==> src/rtl/mem_wb_stage_pkg.sv <==
// Shared encodings for the MEM->WB stage: access sizes, writeback select, FSM states.
package mem_wb_stage_pkg;

    localparam logic [1:0] MEM_B = 2'b00;
    localparam logic [1:0] MEM_H = 2'b01;
    localparam logic [1:0] MEM_W = 2'b10;
    localparam logic [1:0] MEM_D = 2'b11;

    localparam logic [1:0] WB_ALU = 2'b00;
    localparam logic [1:0] WB_MEM = 2'b01;
    localparam logic [1:0] WB_PC4 = 2'b10;
    localparam logic [1:0] WB_IMM = 2'b11;

    typedef enum logic {
        ST_IDLE = 1'b0,
        ST_WAIT = 1'b1
    } state_t;

endpackage

==> src/rtl/mem_wb_stage_load_align.sv <==
// Combinational load alignment: shifts read data down by the byte offset, truncates and extends.
module load_align
    import mem_wb_stage_pkg::*;
#(
    parameter int XLEN = 32
) (
    input  logic [XLEN-1:0]                 rdata,
    input  logic [$clog2(XLEN/8)-1:0]       offset,
    input  logic [1:0]                      size,
    input  logic                            is_unsigned,
    output logic [XLEN-1:0]                 data
);

    logic [XLEN-1:0] shifted;

    always_comb begin
        shifted = rdata >> {offset, 3'b000};
        data    = shifted;
        case (size)
            MEM_B: begin
                if (is_unsigned) data = XLEN'(shifted[7:0]);
                else             data = XLEN'($signed(shifted[7:0]));
            end
            MEM_H: begin
                if (is_unsigned) data = XLEN'(shifted[15:0]);
                else             data = XLEN'($signed(shifted[15:0]));
            end
            default: begin
                // A dword request on a 32-bit datapath degrades to a word load.
                if (XLEN > 32 && size == MEM_D) data = shifted;
                else if (is_unsigned)           data = XLEN'(shifted[31:0]);
                else                            data = XLEN'($signed(shifted[31:0]));
            end
        endcase
    end

endmodule

==> src/rtl/mem_wb_stage.sv <==
// MEM->WB stage with req/ack data-memory handshake and flush.
// Optional MEM_MISALIGN_TRAP_EN adds a misalign_trap output that blocks misaligned accesses.
module mem_wb_stage
    import mem_wb_stage_pkg::*;
#(
    parameter int XLEN     = 32,
    parameter int RA_W     = 5,
    parameter int WB_SEL_W = 2
) (
    input  logic                  clk,
    input  logic                  rst_n,
    input  logic                  in_valid,
    output logic                  in_ready,
    input  logic                  flush,
    input  logic [XLEN-1:0]       alu_out,
    input  logic [XLEN-1:0]       store_data,
    input  logic [RA_W-1:0]       rd_addr,
    input  logic                  reg_write,
    input  logic [WB_SEL_W-1:0]   wb_mux,
    input  logic                  mem_read,
    input  logic                  mem_write,
    input  logic [1:0]            mem_size,
    input  logic                  mem_unsigned,
    output logic                  dmem_req,
    output logic                  dmem_we,
    output logic [XLEN-1:0]       dmem_addr,
    output logic [XLEN-1:0]       dmem_wdata,
    output logic [XLEN/8-1:0]     dmem_be,
    input  logic                  dmem_ack,
    input  logic [XLEN-1:0]       dmem_rdata,
    output logic                  out_valid,
    output logic [XLEN-1:0]       alu_out_wb,
    output logic [XLEN-1:0]       load_data_wb,
    output logic [RA_W-1:0]       rd_addr_out,
    output logic                  reg_write_out,
`ifdef MEM_MISALIGN_TRAP_EN
    output logic                  misalign_trap,
`endif
    output logic [WB_SEL_W-1:0]   wb_mux_out
);

    localparam int BE_W  = XLEN / 8;
    localparam int OFF_W = $clog2(BE_W);

    function automatic logic [1:0] eff_size(input logic [1:0] s);
        return (XLEN == 32 && s == MEM_D) ? MEM_W : s;
    endfunction

    // Offset with the bits that fall inside the natural alignment of the access cleared.
    function automatic logic [OFF_W-1:0] align_off(input logic [1:0] s, input logic [OFF_W-1:0] o);
        case (s)
            MEM_B:   return o;
            MEM_H:   return o & ~OFF_W'(1);
            MEM_W:   return o & ~OFF_W'(3);
            default: return '0;
        endcase
    endfunction

    function automatic logic [BE_W-1:0] byte_en(input logic [1:0] s, input logic [OFF_W-1:0] o);
        case (s)
            MEM_B:   return BE_W'(1) << align_off(s, o);
            MEM_H:   return BE_W'(3) << align_off(s, o);
            MEM_W:   return BE_W'(15) << align_off(s, o);
            default: return '1;
        endcase
    endfunction

    function automatic logic [XLEN-1:0] lane_data(input logic [1:0] s, input logic [XLEN-1:0] d);
        case (s)
            MEM_B:   return {BE_W{d[7:0]}};
            MEM_H:   return {(BE_W/2){d[15:0]}};
            MEM_W:   return {(BE_W/4){d[31:0]}};
            default: return d;
        endcase
    endfunction

`ifdef MEM_MISALIGN_TRAP_EN
    function automatic logic is_misaligned(input logic [1:0] s, input logic [OFF_W-1:0] o);
        case (s)
            MEM_B:   return 1'b0;
            MEM_H:   return o[0];
            MEM_W:   return o[1:0] != 2'b00;
            default: return o != '0;
        endcase
    endfunction
`endif

    state_t          state, next_state;
    logic            flushed_p1;
    logic [1:0]      size_p1;
    logic            unsigned_p1;
    logic            reg_write_p1;
    logic            accept, is_mem, misaligned, start_mem, ack_done;
    logic [XLEN-1:0] aligned_load;

    assign is_mem = mem_read | mem_write;

`ifdef MEM_MISALIGN_TRAP_EN
    assign misaligned = is_mem && is_misaligned(eff_size(mem_size), alu_out[OFF_W-1:0]);
`else
    assign misaligned = 1'b0;
`endif

    assign accept    = (state == ST_IDLE) && in_valid && !flush;
    assign start_mem = accept && is_mem && !misaligned;
    assign ack_done  = (state == ST_WAIT) && dmem_ack;

    always_ff @(posedge clk or negedge rst_n) begin
        if (!rst_n) state <= ST_IDLE;
        else        state <= next_state;
    end

    always_comb begin
        next_state = state;
        case (state)
            ST_IDLE: if (start_mem) next_state = ST_WAIT;
            ST_WAIT: if (dmem_ack)  next_state = ST_IDLE;
            default: next_state = ST_IDLE;
        endcase
    end

    always_comb begin
        in_ready = (state == ST_IDLE);
    end

    load_align #(.XLEN(XLEN)) u_load_align (
        .rdata       (dmem_rdata),
        .offset      (align_off(eff_size(size_p1), alu_out_wb[OFF_W-1:0])),
        .size        (size_p1),
        .is_unsigned (unsigned_p1),
        .data        (aligned_load)
    );

    // Stage boundary: execute -> bus request / writeback registers
    always_ff @(posedge clk or negedge rst_n) begin
        if (!rst_n) begin
            out_valid    <= 1'b0;
            alu_out_wb   <= '0;
            load_data_wb <= '0;
            rd_addr_out  <= '0;
            reg_write_p1 <= 1'b0;
            wb_mux_out   <= '0;
            size_p1      <= '0;
            unsigned_p1  <= 1'b0;
            flushed_p1   <= 1'b0;
            dmem_req     <= 1'b0;
            dmem_we      <= 1'b0;
            dmem_addr    <= '0;
            dmem_wdata   <= '0;
            dmem_be      <= '0;
`ifdef MEM_MISALIGN_TRAP_EN
            misalign_trap <= 1'b0;
`endif
        end else begin
            out_valid <= 1'b0;
`ifdef MEM_MISALIGN_TRAP_EN
            misalign_trap <= accept && misaligned;
`endif
            if (accept) begin
                alu_out_wb   <= alu_out;
                rd_addr_out  <= rd_addr;
                reg_write_p1 <= reg_write && !misaligned;
                wb_mux_out   <= wb_mux;
                size_p1      <= mem_size;
                unsigned_p1  <= mem_unsigned;
                if (start_mem) begin
                    dmem_req   <= 1'b1;
                    dmem_we    <= mem_write;
                    dmem_addr  <= alu_out & ~XLEN'(BE_W - 1);
                    dmem_wdata <= lane_data(eff_size(mem_size), store_data);
                    dmem_be    <= byte_en(eff_size(mem_size), alu_out[OFF_W-1:0]);
                    flushed_p1 <= 1'b0;
                end else begin
                    out_valid <= 1'b1;
                end
            end else if (ack_done) begin
                dmem_req     <= 1'b0;
                dmem_we      <= 1'b0;
                load_data_wb <= aligned_load;
                out_valid    <= !flushed_p1 && !flush;
                flushed_p1   <= 1'b0;
            end else if (state == ST_WAIT && flush) begin
                // The bus transaction still runs to completion; only its writeback is dropped.
                flushed_p1 <= 1'b1;
            end
        end
    end

    assign reg_write_out = reg_write_p1 & out_valid;

endmodule

==> config.mk <==
export PLATFORM = sky130hd
export DESIGN_NAME = mem_wb_stage
export DESIGN_NICKNAME = d
export VERILOG_FILES = /design/src/rtl/mem_wb_stage_pkg.sv /design/src/rtl/mem_wb_stage_load_align.sv /design/src/rtl/mem_wb_stage.sv
export SDC_FILE = /design/constraint.sdc
export NUM_CORES = 1
export LEC_CHECK = 0
export CAP_MARGIN = 20
export CELL_PAD_IN_SITES_DETAIL_PLACEMENT = 2
export CELL_PAD_IN_SITES_GLOBAL_PLACEMENT = 2
export CORE_AREA = 2 2 157 159
export CTS_CLUSTER_SIZE = 16
export DETAILED_ROUTE_END_ITERATION = 10
export DIE_AREA = 0 0 159 161
export GPL_TIMING_DRIVEN = 0
export PLACE_DENSITY_LB_ADDON = 0.12
export REMOVE_ABC_BUFFERS = 1
export SYNTH_ARGS = -nofsm -noshare
export SYNTH_HDL_FRONTEND = slang
export SYNTH_SLANG_ARGS = --single-unit
==> constraint.sdc <==
create_clock -name clk -period 2.3 [get_ports clk]
set_clock_uncertainty 0.1 [all_clocks]
set_input_delay 0.345 -clock clk [delete_from_list [all_inputs] [get_ports clk]]
set_output_delay 0.345 -clock clk [all_outputs]
set_load 0.01 [all_outputs]
== Word-level counts from Yosys, hierarchy flattened ==
Index checks and enable logic that the tools add are counted.

* Logic and storage cells: 79
* Output and inout bits: 144
* Register bits after elaboration: 146
* Input bits: 114

* Shifts and indexed selects: 4
* Muxes and demuxes: 32
* Equal/unequal tests: 7
* Reductions and logical operators: 17
* Bitwise operators: 4

{| class="wikitable"
|+ Operators with widths
! cell !! number
|-
| 32-bit case mux with 2 select lines || 2
|-
| 32-bit 2-to-1 mux || 2
|-
| 32-bit by 5-bit right shift with 32-bit output || 1
|-
| 2-bit 2-to-1 mux || 11
|-
| 1-bit 2-to-1 mux || 14
|-
| 4-bit case mux with 3 select lines || 1
|-
| 2-bit AND reduction || 4
|-
| 2-bit by 1-bit == test with 1-bit output (second input constant) || 3
|-
| 2-bit == test (second input constant) || 3
|-
| 1-bit logical AND || 6
|-
| 2-bit logical NOT || 3
|-
| 2-bit case mux with 2 select lines || 1
|-
| 1-bit by 2-bit left shift with 4-bit output (first input constant) || 1
|-
| 2-bit by 2-bit left shift with 4-bit output (first input constant) || 1
|-
| 4-bit by 2-bit left shift with 4-bit output (first input constant) || 1
|-
| 3-bit nonzero test || 1
|-
| 1-bit logical NOT || 2
|-
| 2-bit by 1-bit != test with 1-bit output (second input constant) || 1
|-
| 1-bit inverter || 2
|-
| 1-bit case mux with 2 select lines || 1
|-
| 2-bit nonzero test || 1
|-
| 1-bit bitwise AND || 1
|-
| 1-bit OR || 1
|}

== Depth between registers and ports, before layout ==
* Depth after elaboration: 8
* Mapped depth: 6
* Depth with buffers taken out: 4

== By module ==
A second synthesis with hierarchy kept.

* Cell total of the unflattened synthesis: 593
* Area, all modules: 6642.6 µm²

{| class="wikitable"
|+ By module, submodules not included
! module !! area each (µm²) !! times used !! seq. area each (µm²) !! cells each
|-
| mem_wb_stage || 5874.4 || 1 || 3653.5 || 490
|-
| load_align || 768.2 || 1 || 0.0 || 103
|}

== Worst setup path before layout ==
Ideal clock, no wire load.

* Path type: register to register
* Start: register alu_out_wb[0]
* End: register load_data_wb[0]
* Data arrival time: 1568 ps
* Required time: 2083 ps
* Library setup time: 117 ps
* Path buffers: 0
* Path slack: 515 ps
* Period minus slack after synthesis: 1785 ps
* Cell stages (with the launch flop): 5
* Cells stage by stage: dfrtp_1 -> nor3b_2 -> mux4_1 -> nand2_1 -> nand2_1

* Longest elaborated chain between the ends: 4
* Elaborated cells between the ends (all ways): 5
* Those cells by class: 1 x shift; 4 x mux

{| class="wikitable"
|+ Ends and longest elaborated chain
! element !! RTL line !! text
|-
| from (decl) || mem_wb_stage.sv:32 || <nowiki>output logic [XLEN-1:0] alu_out_wb,</nowiki>
|-
| from (signal assigned) || mem_wb_stage.sv:160 || <nowiki>alu_out_wb <= alu_out;</nowiki>
|-
| 2-bit case mux with 2 select lines * || mem_wb_stage.sv:51 || <nowiki>case (s)</nowiki>
|-
| 32-bit by 5-bit right shift with 32-bit output * || mem_wb_stage_load_align.sv:17 || <nowiki>shifted = rdata >> {offset, 3'b000};</nowiki>
|-
| 32-bit 2-to-1 mux (on tied branches) || mem_wb_stage_load_align.sv:25, mem_wb_stage_load_align.sv:21 ||
|-
| 32-bit case mux with 2 select lines * || mem_wb_stage_load_align.sv:19 || <nowiki>case (size)</nowiki>
|-
| to (signal assigned) || mem_wb_stage.sv:179 || <nowiki>load_data_wb <= aligned_load;</nowiki>
|-
| to (decl) || mem_wb_stage.sv:33 || <nowiki>output logic [XLEN-1:0] load_data_wb,</nowiki>
|}

Every way passes the cells marked *; elsewhere a longest branch is shown, timed or not.
A chain may end at the register's enable or synchronous reset.

== Worst setup path in the final report ==
* Start: register size_p1[0]
* End: register load_data_wb[15]

* Longest elaborated chain between the ends: 7
* Elaborated cells between the ends (all ways): 11
* Those cells by class: 3 x eq/ne; 1 x shift; 5 x mux; 2 x reduce/logical

{| class="wikitable"
|+ Ends and longest elaborated chain
! element !! RTL line !! text
|-
| from (decl) || mem_wb_stage.sv:90 || <nowiki>logic [1:0] size_p1;</nowiki>
|-
| from (signal assigned) || mem_wb_stage.sv:164 || <nowiki>size_p1 <= mem_size;</nowiki>
|-
| 2-bit == test || mem_wb_stage.sv:46 || <nowiki>return (XLEN == 32 && s == MEM_D) ? MEM_W : s;</nowiki>
|-
| 2-bit 2-to-1 mux || mem_wb_stage.sv:46 ||
|-
| 2-bit by 1-bit == test with 1-bit output or 2-bit logical NOT (tied branches) || mem_wb_stage.sv:51 ||
|-
| 2-bit case mux with 2 select lines || mem_wb_stage.sv:51 ||
|-
| 32-bit by 5-bit right shift with 32-bit output || mem_wb_stage_load_align.sv:17 ||
|-
| 32-bit 2-to-1 mux (on tied branches) || mem_wb_stage_load_align.sv:25, mem_wb_stage_load_align.sv:21 ||
|-
| 32-bit case mux with 2 select lines * || mem_wb_stage_load_align.sv:19 ||
|}

Marked as above.

==> PnR_summary.wiki <==
{| class="wikitable"
! Metric !! Value
|-
| Die Outline Area || 25600 sq um
|-
| Fill count || 2494
|-
| R2R Path Start || size_p1[0]$_DFFE_PN0P_
|-
| Mean post-synth cell area || 11.91 sq um
|-
| Final global-route overflow total || 0
|-
| Most common flop cell mapped by yosys || sky130_fd_sc_hd__dfrtp_1
|-
| Capture point of the worst reg-to-reg path || load_data_wb[15]$_DFFE_PN0P_
|-
| Port Buf Inserts || 255
|-
| Share of layout cells above drive strength 1 || 17.50%
|-
| Die width || 159 um
|-
| Reg-to-reg slack, setup || 0.18 ns
|-
| Top cells by instance count after synthesis || sky130_fd_sc_hd__dfrtp_1, sky130_fd_sc_hd__mux2_2, sky130_fd_sc_hd__a21oi_1, sky130_fd_sc_hd__nand2_1, sky130_fd_sc_hd__o21ai_0
|-
| Y dimension of the die || 161 um
|-
| Critical path data required time || 2.44 ns
|-
| Number of antenna violations at the first check in global routing || 0
|-
| Starting utilization of the core area || 26.45%
|-
| Number of remaining DRC errors || 0
|-
| Post-synthesis async set-or-reset flop share || 100.0%
|-
| Number of enable flip-flop cells after synthesis || 0
|-
| Final hold violation count || 0
|-
| Hold Crit Start || load_data_wb[1]$_DFFE_PN0P_
|-
| Category of the most critical setup path || reg2reg
|-
| Yosys warnings || 0
|-
| Total of endpoints with negative setup slack in the final report || 0
|-
| Number of stages on the worst hold path || 2
|-
| Largest net degree at the start of global routing || 76
|-
| Highest clock frequency the design can meet || 472.3 MHz
|-
| Instance count of the mapped netlist || 532
|-
| Outcome || complete, no violations
|-
| Number of vias per cell after detailed routing || 4.555
|-
| Final core utilization || 41.85%
|-
| Count of cells along the worst register-to-register path || 4
|-
| Worst hold-check slack || 0.3782 ns
|-
| Top area cells in the synthesized netlist || sky130_fd_sc_hd__dfrtp_1, sky130_fd_sc_hd__mux2_2, sky130_fd_sc_hd__a21oi_1
|-
| Static Leakage || 0.004225 uW
|-
| Insertion delay of the later-clocked pin in the worst-skew pair || 0.42 ns
|-
| I/O pin cnt || 258
|-
| Startpoint of the worst setup timing path || size_p1[0]$_DFFE_PN0P_
|-
| H-tree depth || 4
|-
| Clock input transition at the sequential cells of the worst setup and hold paths || 0.07 ns
|-
| Critical path arrival || 2.26 ns
|-
| Layout-stage area growth over the synthesis result || 58.24%
|-
| Worst IR Drop VDD || 0.3880 mV
|-
| Worst slew margin relative to its limit || 40.29%
|-
| Routed length per instance || 19.09 um
|-
| Total global routing track utilization || 17.37%
|-
| Placeable core area || 23960 sq um
|-
| Worst-Margin Slew || 0.8956 ns
|-
| Final period utilization || 92.05%
|-
| CTS tree || done
|-
| Global-route wire length before repair || 34730 um
|-
| Total iterations of the first detailed-routing run || 4
|-
| Count of inserted antenna diode cells || 0
|-
| Crit path max fanout || 24
|-
| MaxCap Viol Count || 0
|-
| Setup TNS || 0 ns
|-
| Final number of max-transition violations || 0
|-
| Library cell used as clock root buffer || sky130_fd_sc_hd__clkbuf_16
|-
| Cts bufs inserted || 17
|-
| # nets final || 901
|-
| Proportion of synthesized chip area in sequential cells || 57.65%
|-
| Min Tclk post-route || 2.117 ns
|-
| Placer Congestion || 0.7236
|-
| PD cells || 939.4 nW/um^2
|-
| Starting DRC count in detailed routing || 101
|-
| Vias in the first global route || 5899
|-
| Area fraction of the dominant cell type after synthesis || 57.65%
|-
| Worst hold path type || reg2reg
|-
| Setup repair after global routing missed its margin || false
|-
| Cell area after technology mapping || 6337 sq um
|-
| Clock tree buffer depth || 2
|-
| Endpoint type of the worst setup path || register
|-
| Nature of the critical path startpoint || register
|-
| Crit path to || load_data_wb[15]$_DFFE_PN0P_
|-
| Count of nets left with antenna violations after detail routing || 0
|-
| Number of clock sinks seen by CTS || 146
|-
| Std cell rows || 57
|-
| Unique cell type count in the Yosys netlist || 36
|-
| Number of vias after detailed routing || 5120
|-
| Flops & latches, synth || 146
|-
| HPWL reported at the end of detailed placement || 15790 um
|-
| Most area-hungry cell type in the Yosys netlist || sky130_fd_sc_hd__dfrtp_1
|-
| Routed wire length || 21450 um
|-
| Most common cell in the synthesized netlist || sky130_fd_sc_hd__dfrtp_1
|}
==> final cells by class <==
type	count	area [sq um]	share of cell area, %
sequential	146	3655	36.44
clock buffer	17	425.4	4.242
clock inverter	15	147.6	1.472
inverter	19	71.32	0.7112
multi-input combinational	331	2480	24.73
tap	324	405.4	4.042
timing repair buffer	272	2844	28.36
==> logic make-up (layout without fill, tap and decap cells) <==
family | Yosys count | count (layout) | share of synthesized area, %
other | 1 | 2 | 0.05917
AO/OA/AOI/OAI | 124 | 124 | 10.68
multiplexers | 112 | 112 | 21.01
flip-flops | 146 | 146 | 57.65
AND/OR/NAND/NOR | 93 | 93 | 6.614
buffers and inverters | 56 | 323 | 3.988
==> metal layers <==
metal	GRT usage, %	part of all wire (%)
met1	20.18	39
met2	30.67	53
met3	6.703	7.4
met4	3.471	0.66
met5	0	0
==> how the worst min path moves through the flow <==
stage	slack [ns]	endpoint
2_1_floorplan	-0.05	alu_out_wb[0]$_DFFE_PN0P_
5_1_grt	0.41	dmem_req$_DFFE_PN0P_
4_1_cts	0.39	load_data_wb[1]$_DFFE_PN0P_
3_5_place_dp	0.33	load_data_wb[7]$_DFFE_PN0P_
6_report	0.38	load_data_wb[1]$_DFFE_PN0P_
3_3_place_gp	0.36	load_data_wb[6]$_DFFE_PN0P_
==> power breakdown <==
part | leakage (uW) | total, uW | internal, uW | switching [uW]
Combinational | 0.00219 | 3060 | 1780 | 1280
Sequential | 0.00175 | 3610 | 3200 | 408
Clock | 0.000280 | 2750 | 1530 | 1220
Total | 0.00423 | 9420 | 6510 | 2910
==> what timing repair did <==
action / in CTS / in global routing
setup endpoints to repair: 83 / 6
gates resized for setup: 5 / 0
pin swaps: 1 / 2
setup buffers: 2 / 4
hold buffers: 1 / 0
hold endpoints to repair: 71 / 0
==> worst max-delay path: stages, from the launching register on <==
cell                       delay (ns)
sky130_fd_sc_hd__dfrtp_1         0.67
sky130_fd_sc_hd__and3b_1         0.24
sky130_fd_sc_hd__a2111o_1        0.44
sky130_fd_sc_hd__nand4_4         0.33
sky130_fd_sc_hd__a31oi_1         0.16
==> stage by stage <==
step | power [uW] | setup slack [ns] | std cells | area [sq um]
2_1_floorplan | 4715 | -3.769 | 496 | 6160
3_3_place_gp | 6584 | -9.801 | 1075 | 9117
3_5_place_dp | 6737 | -0.9193 | 1085 | 9364
4_1_cts | 9595 | 0.04663 | 1120 | 9986
5_1_grt | 9995 | 0.01021 | 1124 | 10030
6_report | 9421 | 0.1827 | 1124 | 10030
==> sequential cells by signal (all words and copies together), names as in the netlist <==
name	count
out_valid	1
dmem_wdata	32
unsigned_p1	1
dmem_be	4
reg_write_p1	1
alu_out_wb	32
rd_addr_out	5
dmem_we	1
state	1
dmem_req	1
dmem_addr	30
wb_mux_out	2
load_data_wb	32
size_p1	2
flushed_p1	1
==> layout by cell type, fill, tap and decap left out, drive strengths merged <==
master	instances
bufinv	1
conb	2
mux4	7
nor3	2
nor2	21
dlygate4sd3	1
and2	2
nor3b	3
a22o	3
nand4	1
clkbuf	17
or4	1
inv	28
nor2b	3
mux2i	25
a31oi	14
o21a	6
buf	17
clkdlybuf4s50	254
clkinv	3
a22oi	1
o21ai	34
dfrtp	146
mux2	80
and3b	1
a2111o	1
nand2	54
nand2b	3
a221oi	1
a21oi	64
clkinvlp	2
nand3	1
or2	1
No activity file was read; power rests on OpenSTA's default activity.
==> RTL change (same flow settings) <==
Change the parameter `RA_W` from 5 to 10.
--- a/src/rtl/mem_wb_stage.sv
+++ b/src/rtl/mem_wb_stage.sv
@@ -4,7 +4,7 @@
     import mem_wb_stage_pkg::*;
 #(
     parameter int XLEN     = 32,
-    parameter int RA_W     = 5,
+    parameter int RA_W     = 10,
     parameter int WB_SEL_W = 2
 ) (
     input  logic                  clk,
Ports: changed (resized rd_addr and rd_addr_out); port bits go from 258 to 268. The function was not compared with the original's and may differ.
==> RTL change against the original RTL <==
  * Count of clock-buffer cells in the layout unchanged
  * Combinational power increased by 3%
  * Design area rose by 2.4%
  * First-iteration DRC count is 91% higher
  * Power increased by 2.9%
  * Wire length is 6.3% higher
  * Synthesized area rose by 2.6%
  * Worst setup slack worse by 0.12 ns
  * Sequential cell count grew 5
  * Register-to-register slack got worse by 0.08 ns
  * Final cell count increased by 1.4%
  * Critical endpoint is now dmem_wdata[2]
  * Highest routed layer unchanged
==> RTL change: results (changes against the original RTL) <==
Cells and area:
- The count of fill cells added during filler insertion is 2496 (+0.080%).
- The share of post-route cells with drive strength above 1 came to 17.3% (-0.22 points).
- The net count reported at finish came to 922 (+2.3%).

Setup path:
- The worst-path maximum fanout is 44 (+83%).
- The most critical setup path has its startpoint at mem_read.
- The worst endpoint data arrival time came to 2.44 ns (+0.18 ns).
- The slowest stage of the critical path is the clkdlybuf4s50_1 cell.
- The capturing element of the worst setup path is dmem_wdata[2].
- In this run the critical register-to-register path is launched from state.
- The endpoint of the worst-slack reg-to-reg timing path is alu_out_wb[19].
- Grouping stages by cell kind, the critical path spends the most delay in buffers and inverters.
- The largest stage delay on the critical path is 0.60 ns (-0.07 ns).
- The setup slack on the worst flop-to-flop path was 0.10 ns (-0.08 ns).
- The worst reg2reg path depth was 6 (+2).

Global route:
- The number of global-route vias before repair is 6280 (+6.5%).
- The aggregate global-route resource usage is 18.3% (+0.91 points).
- The global-route wire length before repair is 36400 um (+4.8%).

Logic synthesis:
- By count the netlist is led by 151 x dfrtp_1, 83 x mux2_2, 64 x a21oi_1.
- The sequential area share after synthesis is 58.1% (+0.46 points).
- Sorting the synthesized cells by area gives the leading types as dfrtp_1 58%, mux2_2 14%, a21oi_1 4.9%.

Pwr:
- The leakage power figure came to 4.30 nW (+1.8%).
- The peak supply drop is 0.415 mV (+7.0%).

Clocking:
- The clock-pin slew of the registers on the worst-case setup and hold paths came to 0.07 ns (about the same).

Routing:
- The total wire length is 22800 um (+6.3%).
- The starting DRC count in detailed routing is 193 (+91%).
- The average via count per standard cell is 4.66 (+2.2%).

Placement:
- The final weighted congestion of routability-driven global placement is 0.738 (+2.0%).
- The number of port buffers is 265 (+3.9%).
- The half-perimeter wire length of the detailed placement result is 16500 um (+4.6%).
- The cell area after placement is 9620 um^2 (+2.7%).

Run status:
- The flow ran to the end, and the final reports show no timing, DRC or antenna violations.

Timing:
- The minimum clock period after layout came to 2.24 ns (+0.123 ns).
- The worst-margin pin slew is 0.897 ns (+0.00101 ns).

Min path:
- The path class of the lowest-slack min-delay path is in2async.
## RTL change: cell types whose count changed after synthesis, sizes merged
| cell | before | now |
|---|---|---|
| buf | 27 | 18 |
| clkbuf | 10 | 19 |
| dfrtp | 146 | 151 |
| mux2 | 80 | 85 |
## RTL change: how the worst min path moves through the flow
stage | cells after the start | slack [ns] | start | endpoint
4_1_cts | 2 | 0.39 | rst_n | alu_out_wb[1]
6_report | 2 | 0.38 | rst_n | dmem_be[3]
3_3_place_gp | 2 | 0.36 | load_data_wb[1] | load_data_wb[1]
5_1_grt | 2 | 0.40 | rst_n | dmem_be[3]
2_1_floorplan | 0 | -0.05 | rst_n | alu_out_wb[0]
3_5_place_dp | 1 | 0.24 | rst_n | dmem_be[3]
## RTL change: metal layers
| metal | up-vias | global-route usage, % | part of all wire, % |
|---|---|---|---|
| li1 | 2427 | - | - |
| met3 | 20 | 6.78 | 7.3 |
| met2 | 153 | 32.6 | 52 |
| met1 | 2708 | 20.5 | 39 |
| met4 | 0 | 5.21 | 1.3 |
| met5 | - | 0 | 0 |
## RTL change: cell type report
class | instances | area (um^2) | share of cell area [%]
sequential | 151 | 3780 | 36.8
timing repair buffer | 277 | 2900 | 28.2
multi-input combinational | 337 | 2530 | 24.6
clock buffer | 17 | 425 | 4.14
tap | 324 | 405 | 3.95
clock inverter | 15 | 164 | 1.60
inverter | 19 | 71.3 | 0.694
## RTL change: report_power, final
group,total (mW),switching [mW],internal (mW)
Clock,2.80,1.26,1.54
Combinational,3.16,1.33,1.83
Sequential,3.74,0.426,3.31
## RTL change: kinds of logic after synthesis
logic type	after synthesis	share of synthesized area [%]
flip-flops	151	58.1
AO/OA/AOI/OAI	124	10.5
multiplexers	117	21.2
AND/OR/NAND/NOR	93	6.50
buffers and inverters	56	3.64
other	1	0.0577
## RTL change: stage by stage
step | power, mW | worst slack, ns | instances | hold slack [ns]
after floorplan | 4.86 | -1.69 | 506 | -0.0506
after global routing | 10.3 | 0.00289 | 1140 | 0.404
after CTS | 9.87 | 0.0612 | 1139 | 0.386
after detailed placement | 6.96 | -0.578 | 1104 | 0.243
after global placement | 6.77 | -5.77 | 1095 | 0.363
final | 9.69 | 0.0593 | 1140 | 0.379
## RTL change: repair_timing
item | CTS | global route
cloned | 1 | 0
pin swaps | 2 | 2
endpoints found under the setup margin | 58 | 10
buffers inserted | 1 | 1
gates resized for setup | 5 | 0
hold buffers | 1 | 0
hold endpoints to repair | 68 | 0
